### config.mk
export PLATFORM = sky130hd
export DESIGN_NAME = capture_ctrl
export DESIGN_NICKNAME = d
export VERILOG_FILES = /design/src/rtl/capture_ctrl.sv
export SDC_FILE = /design/constraint.sdc
export NUM_CORES = 1
export LEC_CHECK = 0
export ABC_CLOCK_PERIOD_IN_PS = 3190
export CAP_MARGIN = 10
export CELL_PAD_IN_SITES_DETAIL_PLACEMENT = 1
export CELL_PAD_IN_SITES_GLOBAL_PLACEMENT = 2
export CORE_ASPECT_RATIO = 1.25
export CORE_MARGIN = 4
export CORE_UTILIZATION = 22
export DETAILED_ROUTE_END_ITERATION = 6
export HOLD_SLACK_MARGIN = 0.03
export PLACE_DENSITY_LB_ADDON = 0.1
export SYNTH_ARGS = -nofsm -noshare
export SYNTH_HDL_FRONTEND = slang
export SYNTH_SLANG_ARGS = --single-unit
### constraint.sdc
create_clock -name clk_i -period 3.19 [get_ports clk_i]
set_input_delay 0.957 -clock clk_i [delete_from_list [all_inputs] [get_ports clk_i]]
set_output_delay 0.957 -clock clk_i [all_outputs]
set_load 0.05 [all_outputs]
### src/rtl/capture_ctrl.sv
// Capture controller: records samples into an external single-port RAM around a
// trigger, then streams the most recent words out newest-first over a UART handshake.
module capture_ctrl #(
    parameter int unsigned WIDTH = 32,
    parameter int unsigned DEPTH = 5
) (
    input  logic             clk_i,
    input  logic             rst_i,
    input  logic             arm_i,
    input  logic             abort_i,
    input  logic             trg_i,
    input  logic             smpl_stb_i,
    input  logic [WIDTH-1:0] data_i,
    input  logic [15:0]      delay_cnt_i,
    input  logic [15:0]      read_cnt_i,
    output logic             we_o,
    output logic [DEPTH-1:0] addr_o,
    output logic [WIDTH-1:0] mem_o,
    input  logic [WIDTH-1:0] mem_i,
    input  logic             tx_rdy_i,
    output logic             tx_stb_o,
    output logic [31:0]      tx_o,
    input  logic             xon_i,
    input  logic             xoff_i,
    output logic             busy_o,
    output logic             done_o
);

    localparam int unsigned CNT_W   = 16;
    localparam int unsigned TX_W    = 32;
    localparam int unsigned ENTRIES = 1 << DEPTH;
    localparam logic [DEPTH-1:0] PTR_ONE = DEPTH'(1);
    localparam logic [CNT_W-1:0] CNT_ONE = CNT_W'(1);

    typedef enum logic [2:0] {
        IDLE,
        ARMED,
        DELAY,
        RD_ADDR,
        RD_WAIT,
        SEND
    } state_t;

    state_t           state_q, state_d;
    logic [DEPTH-1:0] wptr_q, wptr_d;
    logic [DEPTH-1:0] rptr_q, rptr_d;
    logic [CNT_W-1:0] remain_q, remain_d;
    logic [CNT_W-1:0] delay_q, delay_d;
    logic [CNT_W-1:0] read_q, read_d;
    logic [CNT_W-1:0] read_clamp;
    logic             pause_q, pause_d;
    logic [TX_W-1:0]  tx_d;
    logic             tx_stb_d;
    logic             done_d;
    logic             start_rd;

    // Next-state and datapath; the RAM port follows the current state so that
    // read data returned one cycle after RD_ADDR is ready to capture in RD_WAIT.
    always_comb begin
        state_d    = state_q;
        wptr_d     = wptr_q;
        rptr_d     = rptr_q;
        remain_d   = remain_q;
        delay_d    = delay_q;
        read_d     = read_q;
        tx_d       = tx_o;
        tx_stb_d   = 1'b0;
        done_d     = 1'b0;
        start_rd   = 1'b0;
        we_o       = 1'b0;
        addr_o     = rptr_q;
        mem_o      = '0;
        pause_d    = xoff_i ? 1'b1 : (xon_i ? 1'b0 : pause_q);
        read_clamp = (32'(read_q) >= ENTRIES) ? CNT_W'(ENTRIES) : read_q;

        case (state_q)
            IDLE: begin
                if (arm_i) begin
                    state_d = ARMED;
                    wptr_d  = '0;
                    delay_d = delay_cnt_i;
                    read_d  = read_cnt_i;
                end
            end
            ARMED, DELAY: begin
                if (smpl_stb_i) begin
                    we_o   = 1'b1;
                    addr_o = wptr_q;
                    mem_o  = data_i;
                    wptr_d = wptr_q + PTR_ONE;
                end
                if (state_q == ARMED) begin
                    if (trg_i) begin
                        if (delay_q == '0) begin
                            start_rd = 1'b1;
                        end else begin
                            state_d  = DELAY;
                            remain_d = delay_q;
                        end
                    end
                end else if (smpl_stb_i && remain_q != '0) begin
                    remain_d = remain_q - CNT_ONE;
                    if (remain_q == CNT_ONE) begin
                        start_rd = 1'b1;
                    end
                end
            end
            RD_ADDR: begin
                state_d = RD_WAIT;
            end
            RD_WAIT: begin
                tx_d    = TX_W'(mem_i);
                state_d = SEND;
            end
            SEND: begin
                if (tx_rdy_i && !pause_q) begin
                    tx_stb_d = 1'b1;
                    rptr_d   = rptr_q - PTR_ONE;
                    remain_d = (remain_q != '0) ? remain_q - CNT_ONE : '0;
                    if (remain_q <= CNT_ONE) begin
                        state_d = IDLE;
                        done_d  = 1'b1;
                    end else begin
                        state_d = RD_ADDR;
                    end
                end
            end
            default: begin
                state_d = IDLE;
            end
        endcase

        // Readout starts from the newest written word
        if (start_rd) begin
            rptr_d   = wptr_d - PTR_ONE;
            remain_d = read_clamp;
            if (read_clamp == '0) begin
                state_d = IDLE;
                done_d  = 1'b1;
            end else begin
                state_d = RD_ADDR;
            end
        end

        if (abort_i) begin
            state_d  = IDLE;
            we_o     = 1'b0;
            tx_stb_d = 1'b0;
            done_d   = 1'b0;
        end
    end

    // State and registered outputs
    always_ff @(posedge clk_i) begin
        if (rst_i) begin
            state_q  <= IDLE;
            wptr_q   <= '0;
            rptr_q   <= '0;
            remain_q <= '0;
            delay_q  <= '0;
            read_q   <= '0;
            pause_q  <= 1'b0;
            tx_o     <= '0;
            tx_stb_o <= 1'b0;
            done_o   <= 1'b0;
            busy_o   <= 1'b0;
        end else begin
            state_q  <= state_d;
            wptr_q   <= wptr_d;
            rptr_q   <= rptr_d;
            remain_q <= remain_d;
            delay_q  <= delay_d;
            read_q   <= read_d;
            pause_q  <= pause_d;
            tx_o     <= tx_d;
            tx_stb_o <= tx_stb_d;
            done_o   <= done_d;
            busy_o   <= (state_d != IDLE);
        end
    end

endmodule

==> flow_metrics.tcl, run 1 <==
set metrics [dict create \
    status "finished, final reports clean" \
    die_w_um 138.9 \
    peakVddDrop_mv 0.2864 \
    diodes 0 \
    place.gp.congestion 0.8004 \
    synth_edf_count 0 \
    cts_tree "yes" \
    fin_ws_ns 0.09712 \
    layout_commonest_cell "nand2_1" \
    whs_ns 0.4551 \
    holdCritStartpoint "read_q[7]" \
    final_cell_mix "155 x nand2_1, 137 x clkdlybuf4s50_1, 97 x dfxtp_1, 76 x a21oi_1, 39 x buf_4" \
    ioPinCount 178 \
    remaining_drc_errors 0 \
    arrival_ns 2.14 \
    synth_top_family_by_area "simple AND/OR/NAND/NOR gates" \
    drtIter0Drc 177 \
    rsz0062_at_grt "false" \
    synth.distinct_cells 56 \
    path_max_fanout 8 \
    min_to "read_q[7]" \
    critPathKind "input pin to primary output" \
    r2r-end "rptr_q[4]" \
    grt_pass1_wl_um 28680 \
    ant_nets 0 \
    yosysSeqAreaShare 0.4121 \
    maxSlewHeadroom 0.6267 \
    cts_buffer_depth 2 \
    antenna_found_initial 0 \
    slew_viol_final 0 \
    wl_um 17540 \
    clock.fmax_mhz 323.3 \
    grt_usage 0.1476 \
    dp_slack_ns -0.4708 \
    fin_skew_ns 0.008306 \
    finalCritPeriodShare 0.9696 \
    routed_via_density 4.551 \
    finalPower_uw 2902 \
    dieArea_um2 23840 \
    die_h_um 171.6 \
    grt_pass1_vias 5390 \
    required_ns 2.23 \
    clk_pin_slew_worst_paths_ns 0.07 \
    r2r-start "delay_q[10]" \
    drive_above_1_share 0.1436 \
    grt_max_degree 37 \
    cts_sinks 97 \
    synth-simple-area-share 0.3046 \
    core_um2 20970 \
    port_buffers 177 \
    htree_levels 3 \
    area_growth_pct 60.41 \
    synth_nets 723 \
    async_flop_share 0 \
    yosysWarningCount 0 \
    utilization 0.3605 \
    start_kind "input pin" \
    nFillCells 2486 \
    dp_hpwl_um 13710 \
    cts_buffers 9 \
    critPathCaptureType "primary output" \
    insertion_delay_ns 0.35 \
    finalSetupViolCount 0 \
    leakage_uw 0.002802 \
    ys_ff_latch 97 \
    fin_nets 906 \
    synth_xor_area_frac 0.03160 \
    reg2reg_slack_ns 0.22 \
    synth-compound-area-share 0.1800 \
    hold_path_class "flop to flop" \
    firstDrtPassIters 5 \
    tightest_slew_ns 0.5528 \
    hold_depth 2 \
    finalHoldViolations 0 \
    fin_crit_ns 3.093 \
    cap_violations 0 \
    yosys.area_share.adder 0.01062 \
    gr-total-overflow 0 \
    dr_total_vias 4892 \
    pwr_density_cell_nw_per_um2 383.9 \
    muxShareOfSynthArea 0.01912 \
    synth_area_per_cell_um2 7.674 \
    ys.flop_type "dfxtp_1" \
    syn_inst 614 \
    syn-cell-area_um2 4712 \
    clock-root-buffer "clkbuf_16" \
    fp-row-count 59 \
    rr_worst_depth 10 \
    start_util 0.2248 \
    route.detailed.wl_per_inst_um 16.32 \
]
[sequential cells by signal (all words and copies together), names as in the netlist]
register and flops:
read_q 16, done_o 1, wptr_q 5, rptr_q 5, tx_stb_o 1, pause_q 1, remain_q 16, state_q 3
busy_o 1, tx_o 32, delay_q 16
[per-layer routing]
layer,GRT usage,up-vias,part of all wire
met5,0,-,0
met4,0.03574,0,0.0086
met3,0.03337,11,0.043
met2,0.2710,120,0.53
met1,0.1753,2292,0.42
li1,-,2469,-
[where the power goes]
part,switching (uW),internal (uW)
Combinational,254,270
Sequential,28.8,1240
Clock,496,610
[area by class of cell]
cell class	count	area [um^2]	area share
clock buffer	9	225.2	0.02980
multi-input combinational	470	2596	0.3435
inverter	7	26.28	0.003476
timing repair buffer	212	2359	0.3120
tap	274	342.8	0.04536
sequential	97	1942	0.2569
clock inverter	6	67.56	0.008939
[timing repair]
action | in CTS | in global routing
setup endpoints to repair | 38 | 12
pin swaps | 1 | 1
buffers inserted | 1 | 0
hold buffers | 0 | 0
resized for setup | 7 | 1
endpoints found under the hold margin | 0 | 0
[critical path, cell delays in order]
cell	delay [ns]
dlygate4sd2_1	0.25
nand2b_1	0.13
nor2_4	0.23
mux2_2	0.37
buf_4	0.19
[cells in the mapped netlist, drive strengths merged (5+ instances only)]
master | n | area (um^2)
a211oi | 6 | 55.05
a21oi | 76 | 380.4
and2 | 36 | 227.7
clkbuf | 36 | 135.1
dfxtp | 97 | 1942
inv | 7 | 26.28
mux2 | 8 | 90.09
nand2 | 155 | 581.8
nand2b | 5 | 31.28
nand3 | 16 | 80.08
nor2 | 39 | 146.4
nor3 | 15 | 75.07
nor4 | 8 | 50.05
o21ai | 14 | 70.06
o41ai | 6 | 60.06
or4 | 12 | 101.3
xnor2 | 10 | 87.58
xor2 | 7 | 61.31
[metrics by stage]
step                TNS, ns  area (um^2)  cells
detailed placement   -13.12         7234   1059
finish                    0         7559   1075
floorplan                 0         4712    614
CTS                       0         7555   1075
global route              0         7559   1075
global placement     -11.88         7234   1059
[worst max-delay path by stage]
stage	startpoint	end	slack [ns]	cells after the start
floorplan	smpl_stb_i	mem_o[10]	0.03	5
finish	smpl_stb_i	addr_o[3]	0.1	5
global route	arm_i	rptr_q[4]	0.0009	12
detailed placement	arm_i	rptr_q[4]	-0.47	11
global placement	arm_i	rptr_q[4]	-0.37	11
CTS	smpl_stb_i	addr_o[1]	0.06	5
[cells by family after synthesis]
kind of cell               count (synthesis)
DFF                                       97
and+or+nand+nor                          305
buffers and inverters                     47
muxes                                      8
AOI/OAI and AO/OA                        136
xor gates and xnor gates                  17
adders and majority gates                  4
No activity file was read; power rests on OpenSTA's default activity.
==> run 2: changes to the inputs <==
CTS_BUF_LIST = sky130_fd_sc_hd__clkbuf_8 sky130_fd_sc_hd__clkbuf_16   (was not set)
==> results of run 2 <==
Same layout as run 1: the final DEF is identical, and so are final timing and power.
